### config.mk
export PLATFORM = sky130hd
export DESIGN_NAME = tg_port_arbiter
export DESIGN_NICKNAME = d
export VERILOG_FILES = /design/src/rtl/tg_port_arbiter.sv
export SDC_FILE = /design/constraint.sdc
export NUM_CORES = 1
export LEC_CHECK = 0
export CORE_AREA = 5 5 198 200
export CTS_CLUSTER_DIAMETER = 150
export CTS_CLUSTER_SIZE = 12
export DETAILED_ROUTE_END_ITERATION = 12
export DIE_AREA = 0 0 203 205
export HOLD_SLACK_MARGIN = 0.02
export PLACE_DENSITY = 0.44
export SETUP_SLACK_MARGIN = 0.2
export SLEW_MARGIN = 40
export SYNTH_ARGS = -nofsm -noshare
export SYNTH_HDL_FRONTEND = slang
export SYNTH_SLANG_ARGS = --single-unit
### constraint.sdc
create_clock -name clk -period 5.17 [get_ports clk]
set_input_delay 1.034 -clock clk [delete_from_list [all_inputs] [get_ports clk]]
set_output_delay 1.034 -clock clk [all_outputs]
set_load 0.01 [all_outputs]
### src/rtl/tg_port_arbiter.sv
// Two-port round-robin command arbiter for the traffic generator.
// Read-return routing uses a 1-bit port-ID tag FIFO.
module tg_port_arbiter #(
  parameter int TCQ                = 100,
  parameter int APP_DATA_WIDTH_2_1 = 64,
  parameter int APP_ADDR_WIDTH     = 32,
  parameter int APP_CMD_WIDTH      = 3,
  parameter int TAG_DEPTH          = 16,
  parameter int LOG2_TAG_DEPTH     = 4
) (
  input  logic                            clk,
  input  logic                            rst,
  input  logic                            tg0_en,
  input  logic [APP_CMD_WIDTH-1:0]        tg0_cmd,
  input  logic [APP_ADDR_WIDTH-1:0]       tg0_addr,
  input  logic [APP_DATA_WIDTH_2_1-1:0]   tg0_wdf_data,
  output logic                            tg0_rdy,
  output logic                            tg0_rd_data_valid,
  output logic [APP_DATA_WIDTH_2_1-1:0]   tg0_rd_data,
  input  logic                            tg1_en,
  input  logic [APP_CMD_WIDTH-1:0]        tg1_cmd,
  input  logic [APP_ADDR_WIDTH-1:0]       tg1_addr,
  input  logic [APP_DATA_WIDTH_2_1-1:0]   tg1_wdf_data,
  output logic                            tg1_rdy,
  output logic                            tg1_rd_data_valid,
  output logic [APP_DATA_WIDTH_2_1-1:0]   tg1_rd_data,
  output logic                            tg_en,
  output logic [APP_CMD_WIDTH-1:0]        tg_cmd,
  output logic [APP_ADDR_WIDTH-1:0]       tg_addr,
  output logic [APP_DATA_WIDTH_2_1-1:0]   tg_wdf_data,
  output logic                            tg_wdf_wren,
  output logic                            tg_wdf_end,
  output logic [APP_DATA_WIDTH_2_1/8-1:0] tg_wdf_mask,
  input  logic                            tg_rdy,
  input  logic                            tg_rd_data_valid,
  input  logic [APP_DATA_WIDTH_2_1-1:0]   tg_rd_data,
  output logic                            tag_err
);

  localparam logic [APP_CMD_WIDTH-1:0] CMD_WR = '0;
  localparam logic [APP_CMD_WIDTH-1:0] CMD_RD = 1;
  localparam logic [LOG2_TAG_DEPTH:0]  FULL_CNT = TAG_DEPTH[LOG2_TAG_DEPTH:0];

  logic [TAG_DEPTH-1:0]        r_tags;
  logic [LOG2_TAG_DEPTH-1:0]   r_wr_ptr;
  logic [LOG2_TAG_DEPTH-1:0]   r_rd_ptr;
  logic [LOG2_TAG_DEPTH:0]     r_cnt;
  logic                        r_last;
  logic                        r_err;

  logic w_empty;
  logic w_full;
  logic w_pop;
  logic w_blk;
  logic w_el0;
  logic w_el1;
  logic w_gnt;
  logic w_xfer;
  logic w_push;
  logic w_head;

  assign w_empty = (r_cnt == '0);
  assign w_full  = (r_cnt == FULL_CNT);
  assign w_pop   = tg_rd_data_valid && !w_empty;
  assign w_head  = r_tags[r_rd_ptr];

  // A full FIFO only blocks reads when no return frees a slot this cycle.
  assign w_blk = w_full && !w_pop;
  assign w_el0 = tg0_en && !((tg0_cmd == CMD_RD) && w_blk);
  assign w_el1 = tg1_en && !((tg1_cmd == CMD_RD) && w_blk);

  always_comb begin
    w_gnt = 1'b0;
    if (w_el0 && w_el1) w_gnt = ~r_last;
    else if (w_el1)     w_gnt = 1'b1;
  end

  assign tg_en       = w_el0 || w_el1;
  assign tg_cmd      = w_gnt ? tg1_cmd      : tg0_cmd;
  assign tg_addr     = w_gnt ? tg1_addr     : tg0_addr;
  assign tg_wdf_data = w_gnt ? tg1_wdf_data : tg0_wdf_data;
  assign tg_wdf_wren = tg_en && (tg_cmd == CMD_WR);
  assign tg_wdf_end  = tg_wdf_wren;
  assign tg_wdf_mask = '0;

  assign w_xfer  = tg_en && tg_rdy;
  assign w_push  = w_xfer && (tg_cmd == CMD_RD);
  assign tg0_rdy = w_xfer && !w_gnt;
  assign tg1_rdy = w_xfer &&  w_gnt;

  assign tg0_rd_data_valid = w_pop && !w_head;
  assign tg1_rd_data_valid = w_pop &&  w_head;
  assign tg0_rd_data       = tg_rd_data;
  assign tg1_rd_data       = tg_rd_data;
  assign tag_err           = r_err;

  always_ff @(posedge clk) begin
    if (w_push) r_tags[r_wr_ptr] <= w_gnt;
  end

  always_ff @(posedge clk) begin
    if (rst) begin
      r_wr_ptr <= '0;
      r_rd_ptr <= '0;
      r_cnt    <= '0;
      r_last   <= 1'b1;
      r_err    <= 1'b0;
    end else begin
      if (w_push) r_wr_ptr <= r_wr_ptr + 1'b1;
      if (w_pop)  r_rd_ptr <= r_rd_ptr + 1'b1;
      if (w_push && !w_pop)      r_cnt <= r_cnt + 1'b1;
      else if (!w_push && w_pop) r_cnt <= r_cnt - 1'b1;
      if (w_xfer) r_last <= w_gnt;
      if (tg_rd_data_valid && w_empty) r_err <= 1'b1;
    end
  end

endmodule

; ---- Word-level counts from Yosys, hierarchy flattened
; Index checks and enable logic that the tools add are counted.
[totals]
regBits = 31
latch_bits = 0
ramBits = 0
rom_bits = 0
inputBits = 268
output_inout_bits = 243
wordCells = 59
mem_count = 0
[classes]
add_sub_neg = 4
n_mul = 0
div = 0
n_lt_le_gt_ge = 3
n_eq_ne = 4
shifts = 0
muxes = 12
bitwise_logic = 1
reduce_logical = 29
[ops]
columns = cell, count
row1 = 64-bit 2-to-1 mux, 1
row2 = 32-bit 2-to-1 mux, 1
row3 = 1-bit logical AND, 18
row4 = 16-bit bitwise mux, 1
row5 = 4-bit by 5-bit less-than comparator with 1-bit output (second input constant), 2
row6 = 5-bit 2-to-1 mux, 2
row7 = 3-bit by 1-bit == test with 1-bit output (second input constant), 3
row8 = 4-bit by 1-bit adder with 4-bit output (second input constant), 2
row9 = 1-bit zero test, 7
row10 = 5-bit by 1-bit adder with 5-bit output (second input constant), 1
row11 = 5-bit == test (second input constant), 1
row12 = 5-bit zero test, 1
row13 = 5-bit by 1-bit subtractor with 5-bit output (second input constant), 1
row14 = 1-bit binary-select mux with 4-bit select, 1
row15 = 1-bit demux with 4-bit select, 1
row16 = 4-bit by 1-bit greater-or-equal comparator with 1-bit output (second input constant), 1
row17 = 1-bit 2-to-1 mux, 4
row18 = 3-bit zero test, 1
row19 = 3-bit 2-to-1 mux, 1
row20 = 2-bit nonzero test, 1
row21 = 1-bit logical OR, 1
row22 = 1-bit inverter, 1

; ---- Depth between registers and ports, before layout
[depth]
word_depth = 17
depth_mapped = 14
mapped_depth_nobuf = 12

; ---- Worst setup path before layout
; Ideal clock, no wire load.
[synth_timing]
path_type = input to register
from = in tg0_cmd[1]
to = reg r_cnt[4]
setup_time_ns = 0.071
t_arrival_ns = 3.946
t_required_ns = 5.099
slack_ns = 1.154
path_stages = 13
n_path_buf = 1
cell_sequence = or3b_2 o22a_1 o21ba_2 nor2_1 clkbuf_1 ha_1 inv_1 fa_1 a21o_1 a21oi_1 xnor2_1 or3_1 a21oi_1
[synth_between]
elab_chain_cells = 12
elab_cells_between_ends = 16
classes_between = 2 x eq/ne / 3 x mux / 11 x reduce/logical
[synth_rtl]
columns = item, line_no
row1 = "start, declared", 14  ; input logic [APP_CMD_WIDTH-1:0] tg0_cmd,
row2 = 3-bit by 1-bit == test with 1-bit output, 69  ; assign w_el0 = tg0_en && !((tg0_cmd == CMD_RD) && w_blk);
row3 = 1-bit logical AND, 69
row4 = 1-bit zero test, 69
row5 = 1-bit logical AND, 69
row6 = 1-bit logical AND, 74  ; if (w_el0 && w_el1) w_gnt = ~r_last;
row7 = 1-bit 2-to-1 mux, 74
row8 = 3-bit 2-to-1 mux, 79  ; assign tg_cmd = w_gnt ? tg1_cmd : tg0_cmd;
row9 = 3-bit by 1-bit == test with 1-bit output, 87  ; assign w_push = w_xfer && (tg_cmd == CMD_RD);
row10 = 1-bit logical AND (*), 87
row11 = named net w_push, 59  ; logic w_push;
row12 = 1-bit zero test, 112  ; else if (!w_push && w_pop) r_cnt <= r_cnt - 1'b1;
row13 = 1-bit logical AND, 112
row14 = 2-bit nonzero test (no source line), -
row15 = "end signal, assigned", 111  ; if (w_push && !w_pop) r_cnt <= r_cnt + 1'b1;
row16 = "end signal, assigned", 112
row17 = "end, declared", 47  ; logic [LOG2_TAG_DEPTH:0] r_cnt;
; The timed path passes the listed nets; every way through them passes the cells marked *.
; A chain may end at the register's enable or synchronous reset.

; ---- Worst setup path in the final report
[layout_timing]
from = in tg0_cmd[0]
to = out tg_wdf_data[54]
[layout_between]
elab_chain_cells = 7
[layout_rtl]
columns = item, line_no
row1 = 3-bit by 1-bit == test with 1-bit output, 69
row2 = 1-bit logical AND, 69
row3 = 1-bit zero test, 69
row4 = 1-bit logical AND, 69
row5 = 1-bit logical AND, 74
row6 = 1-bit 2-to-1 mux, 74
row7 = 64-bit 2-to-1 mux, 81  ; assign tg_wdf_data = w_gnt ? tg1_wdf_data : tg0_wdf_data;
row8 = "end, declared", 30  ; output logic [APP_DATA_WIDTH_2_1-1:0] tg_wdf_data,
; Every way passes these cells.

==> metrics.md <==
| Metric | Value |
|---|---|
| Worst hold endpoint | r_rd_ptr[3] |
| Residual DRC | 0 |
| M1 wire length | 6.29 mm |
| Final Hold Viols | 0 |
| Delay-heaviest family, CP | buffers and inverters |
| Final WL | approximately 17 mm |
| CTS buffer count | 5 |
| Post-CTS Setup Bufs | 0 |
| Yosys Warn Count | 0 |
| Yosys reg bits | 31 |
| Worst Setup End Kind | output port |
| CP Cell Sequence | clkdlybuf4s50_1 > or3b_2 > or3_1 > a31oi_4 > buf_12 > buf_16 > mux2_1 > clkdlybuf4s50_1 |
| Antenna diodes | 0 |
| Relative slew slack | 0.572 |
| Crit path top cell by count | clkdlybuf4s50_1 |
| Max-slew violations | 0 |
| # hold bufs at CTS | 0 |
| # IOs | ~510 |
| Worst Path Arrival | 3.90 ns |
| Chip Height | 205 um |
| Core area | ~37000 um2 |
| Vias | 3452 |
| WL met2 | 7.82 mm |
| Slowest stage delay, CP | 0.50 ns |
| Post-synthesis cell type count | 40 |
| Count of buffers from port buffering | 310 |
| Tot GR Track Use | 0.0716 |
| Die area | 41600 um2 |
| Die X | around 200 um |
| Critical R2R Capture | r_cnt[4] |
| Number of global-route vias before repair | 3636 |
| First-pass GRT wire length | 22.9 mm |
| HP Class | flop to flop |
| Leakage power | 2.48 nW |
| Crit-path slowest cell | clkdlybuf4s50_1 |
| Sequential share of the synthesized area | 0.199 |
| RePlAce Congestion | 0.688 |
| Drt pass-1 iters | 4 |
| Setup slack, reg-to-reg | 1.57 ns |
| VDD IR max | about 0.14 mV |
| Worst R2R Path Depth | 12 |
| Largest net degree at the start of global routing | 33 |
| Post-place instance area | 6600 um2 |
| CP bufs+invs | 4 |
| WL/cell | between 15 and 20 um |
| Remaining antenna violation count after routing | 0 |
| Status | finished, final reports clean |
| Share of cells above drive strength 1 | 0.120 |
| Most frequent cells in the layout | clkdlybuf4s50_1 (300), mux2_1 (60), mux2_2 (39), and3_1 (16), edfxtp_1 (16) |
| Worst hold start | r_rd_ptr[3] |
| 1st-iter DRT viols | 146 |
| FP Rows | 71 |
| Actual slew at the worst max-slew pin | 0.640 ns |
| Setup TNS | 0 ns |
| Hold Path Depth | 2 |
| CTS max path bufs | 2 |
| Metal3 WL | 2.31 mm |
| Final nets | approximately 850 |
| Area Growth Syn to Fin | 72.7% |
| Via density | 3.29 |
| Max Cap Viol | 0 |
| Worst Setup Start Kind | input port |
| Max frequency | about 0.20 GHz |
| Clock Skew | 0.00778 ns |
| Avg Cell Area, Syn | 9.88 um2 |
| Post-route cell area | about 6800 um2 |
| Htree depth | 2 |
| Clock slew at reported path FFs | ~0.050 ns |
| Antenna violations before repair | 2 |
| Clock sink total | 31 |
| Final worst path period share | 0.954 |
| Mapped Cells | 397 |
| Endpoints failing setup | 0 |
| CTS tree | done |
| Overflow after GRT | 0 |
| RR Startpoint | r_cnt[0] |
| Highest metal layer with signal wires | met5 |
| RSZ-0062 raised after global routing | yes |
| PwrDens | around 190 nW/um2 |
| Synthesized area | a little under 4000 um2 |
| HPWL after detailed placement | around 15 mm |
| CP Max Fanout | 30 |
| Most common cell after layout, fill and taps aside | clkdlybuf4s50_1 |
| Clock root buffer | clkbuf_16 |
| Initial Util | 0.105 |
| Critical path class | input port to output port |
| Crit path time final | 4.93 ns |
| Clock latency on the worst-skew pair | 0.28 ns |
| CP Data Required Time | 4.14 ns |
-- sequential cells by signal, summed over array words and instances, names as in the netlist --
name / flops
r_tags: 16
r_cnt: 5
r_rd_ptr: 4
r_wr_ptr: 4
tag_err: 1
r_last: 1
-- layout make-up --
class	count	area, um2
clock inverters	1	5.00
inverters	5	18.8
repair buffers	318	3250
clock buffers	7	133
multi-input cells	214	2000
fillers	4097	30400
well taps	474	593
flip-flops and latches	31	781
-- routing by layer --
| layer | vias to the layer above | global-route usage |
|---|---|---|
| met2 | 270 | 0.114 |
| met5 | - | 0.00833 |
| met1 | 1540 | 0.0817 |
| met4 | 2 | 0.0204 |
| li1 | 1599 | - |
| met3 | 41 | 0.0413 |
-- cell families (layout without fill, tap and decap cells) --
kind of cell / Yosys count / count (layout) / synth area share
buffers and inverters: 159 / 331 / 0.298
AND/OR/NAND/NOR: 55 / 55 / 0.0804
flip-flops: 31 / 31 / 0.199
AO/OA/AOI/OAI: 29 / 29 / 0.0561
other: 1 / 8 / 0.000956
XOR/XNOR: 6 / 6 / 0.0134
multiplexers: 106 / 106 / 0.318
adder cells (fa/ha/maj): 10 / 10 / 0.0338
-- cell usage after synthesis, drive strengths merged --
cell | instances | area share
mux4 | 5 | 0.029
nor4b | 1 | 0.0038
clkbuf | 4 | 0.0038
and2 | 2 | 0.0032
nor2 | 14 | 0.013
or3 | 4 | 0.0064
nand2 | 5 | 0.0048
o21ba | 1 | 0.0026
o22a | 1 | 0.0022
buf | 150 | 0.29
fa | 1 | 0.0051
edfxtp | 16 | 0.12
or4 | 3 | 0.0057
xor2 | 2 | 0.0045
nor2b | 3 | 0.0048
o21a | 2 | 0.0038
inv | 5 | 0.0048
nand2b | 1 | 0.0016
o31ai | 5 | 0.013
ha | 9 | 0.029
a21oi | 11 | 0.014
xnor2 | 4 | 0.0089
a31oi | 1 | 0.0054
mux2 | 99 | 0.28
or3b | 2 | 0.0045
a211o | 1 | 0.0022
a21bo | 2 | 0.0051
nand3 | 2 | 0.0026
dfxtp | 15 | 0.077
conb | 1 | 0.00096
or4b | 1 | 0.0026
o21ai | 3 | 0.0038
and3 | 16 | 0.026
mux2i | 2 | 0.0051
nor4 | 1 | 0.0016
a21o | 2 | 0.0038
-- what timing repair did --
item,4_1_cts,5_1_grt
gates resized for setup,1,11
pin swaps,0,0
endpoints found under the setup margin,1,79
-- power by group --
group	switching, mW	internal (mW)	leakage [nW]
sequential	0.0300	0.280	0.268
clock	0.102	0.177	0.0679
combinational	0.255	0.418	2.15
-- worst register-to-register path: cells and delay by family, from the launching register on --
kind	cells	cell delay, ns
AOI/OAI and AO/OA	5	1.23
DFF	1	0.35
xor gates and xnor gates	1	0.09
buffers and inverters	1	0.14
adders and majority gates	2	0.53
and+or+nand+nor	3	1.18
-- per-stage QoR --
step	total power, mW	instances	worst slack (ns)	util	hold WS (ns)
finish	1.26	1050	0.236	0.182	0.510
floorplan	0.717	404	1.15	-	0.463
global placement	1.00	1042	0.232	0.177	0.484
detailed placement	0.998	1042	0.188	0.177	0.496
CTS	1.28	1050	0.207	0.181	0.501
global route	1.34	1050	0.151	0.182	0.531
-- worst max path at each step --
stage | from | endpoint | slack [ns] | cells after the start
after global routing | tg0_cmd[0] | tg_wdf_data[54] | 0.15 | 8
after global placement | tg1_cmd[0] | r_cnt[4] | 0.23 | 13
after CTS | tg0_cmd[0] | tg_wdf_data[30] | 0.21 | 8
final | tg0_cmd[0] | tg_wdf_data[54] | 0.24 | 8
after floorplan | tg0_cmd[1] | r_cnt[4] | 1.15 | 13
after detailed placement | tg0_cmd[0] | r_cnt[4] | 0.19 | 13
No activity file was read; power rests on OpenSTA's default activity.
==> edit: new RTL, config.mk and constraints unchanged <==
Put one more register stage on the output `tag_err`. The value now appears one clock later. The other outputs are not delayed to match.
--- a/src/rtl/tg_port_arbiter.sv
+++ b/src/rtl/tg_port_arbiter.sv
@@ -94,3 +94,5 @@
   assign tg1_rd_data       = tg_rd_data;
-  assign tag_err           = r_err;
+  always_ff @(posedge clk) begin
+    tag_err <= r_err;
+  end
 
Function: changed (Yosys sat finds a counterexample within 4 cycles, from zero or initial values and one cycle with rst high).
==> edit against the original RTL <==
- wire length increased by 4.6%
- hold slack got worse by 150 ps
- worst setup slack better by 94 ps
- synthesized area is 0.51% higher
- sequential share of layout area increased by 0.064 points
- sequential cell count rose by 1
- critical path type unchanged
- count of clock-buffer cells in the layout fell by 2
- die area unchanged
- synthesized cell count up 0.25%
- cell area increased by 2.0%
- power rose by 5.7%
- largest power group unchanged
==> edit: results (changes against the original RTL) <==
portBuffers: 310  # unchanged
critPathMaxFanout: 14  # -53%
dpl.hpwl_um: 15300  # +3.7%
power_leakage_nw: 2.59  # +4.3%
largestRegisters: "r_tags: 16 flops, r_cnt: 5 flops"
cts_buffers: 5  # unchanged
fin_nets: 863  # +1.2%
grt_max_degree: 48  # +45%
synth_edf_count: 16  # unchanged
yosysUniqueCellTypes: 40  # unchanged
ir_drop_mv: 0.140  # -2.7%
nFillCells: 4094  # -0.073%
relSlewSlack_pct: 54.8  # -2.4 points
synth_commonest_cells: "buf_4, mux2_1, mux2_2"
yosys_warnings: 0  # unchanged
cts-root-buf: "clkbuf_16"
synth_ff_type: "edfxtp_1"
crit_arrival_ps: 3810  # -90 ps
grt_pass1_vias: 3670  # +0.94%
max-clock-path-buffers: 2  # unchanged
antenna_found_initial: 2  # unchanged
layout-drive-gt1-share_pct: 14.0  # +2.0 points
routabilityCongestion: 0.678  # -1.5%
dp_slack_ps: 52.5  # -135 ps
worstHoldPathType: "flip-flop to flip-flop"
antenna_cells: 0  # unchanged
clk_latency_ps: 280  # about the same
synthTopCellsByArea: "buf_4, mux2_1, edfxtp_1"
ys_seq_area_share_pct: 20.3  # +0.41 points
outcome: "finished clean"
grt_pass1_wl_um: 23700  # +3.5%
drt-initial-drc-count: 94  # -36%
via_count: 3438  # -0.41%
drt-pass1-iter-count: 4  # unchanged
h-tree-depth: 2  # unchanged
finClkSkew_ps: 6.01  # -1.78 ps
clkTransAtPathRegs_ps: 60
track_usage_pct: 7.53  # +0.37 points
drt_wl_total_um: 17700  # +4.6%
async_flop_share_pct: 0  # unchanged
[edit: path summary, 6_finish.rpt]
path | cells past startpoint | slack, ps | from | endpoint
setup / recovery | 9 | 330 | tg0_cmd[0] | tg_wdf_data[16]
hold / removal | 0 | 360 | r_err | tag_err
setup reg to reg | 13 | 1500 | r_cnt[0] | r_cnt[4]
hold reg to reg | 0 | 360 | r_err | tag_err
[edit: layout make-up]
class	instances	area share, %
clock buffers	5	1.81
clock inverters	3	0.615
inverters	5	0.271
multi-input cells	214	29.0
flip-flops and latches	32	11.6
well taps	474	8.58
repair buffers	327	48.1
[edit: kinds of logic (layout without fill, tap and decap cells)]
group / count (synthesis) / after routing / synth area share (%)
AND/OR/NAND/NOR: 55 / 55 / 8.00
XOR/XNOR: 6 / 6 / 1.33
multiplexers: 106 / 106 / 31.6
AO/OA/AOI/OAI: 29 / 29 / 5.58
flip-flops: 32 / 32 / 20.3
adder cells (fa/ha/maj): 10 / 10 / 3.36
other: 1 / 8 / 0.0951
buffers and inverters: 159 / 340 / 29.7
[edit: layer usage]
metal  routed length [um]  global-route usage [%]  up-vias
met3                 2540                    4.88       36
met2                 8230                    12.2      263
met1                 6590                    8.40     1516
met4                  278                    1.29        2
li1                     -                       -     1621
met5                   41                   0.714        -
[edit: repair_timing]
| item | CTS | global route |
|---|---|---|
| pin swaps | 1 | 1 |
| gates cloned | 1 | 0 |
| setup endpoints to repair | 58 | 53 |
| resized for setup | 3 | 16 |
| setup buffers | 2 | 1 |
[edit: power breakdown]
part	switching (mW)	total (mW)	internal, mW
logic	0.257	0.680	0.423
clock network	0.109	0.335	0.226
registers	0.0292	0.320	0.291
[edit: through the flow]
stage	util (%)	instances	hold slack, ps	instance area (um^2)
floorplan	-	405	331	3970
global placement	17.8	1048	354	6640
detailed placement	17.8	1048	348	6640
CTS	18.4	1059	363	6860
global route	18.6	1060	370	6910
finish	18.6	1060	358	6910
[edit: critical path, cell delays in order]
cell and delay [ps]:
clkdlybuf4s50_1 500, or3b_4 410, or3_4 350, a31oi_4 190, buf_4 150, buf_12 150, buf_4 180, mux2_1 340
clkdlybuf4s50_1 480
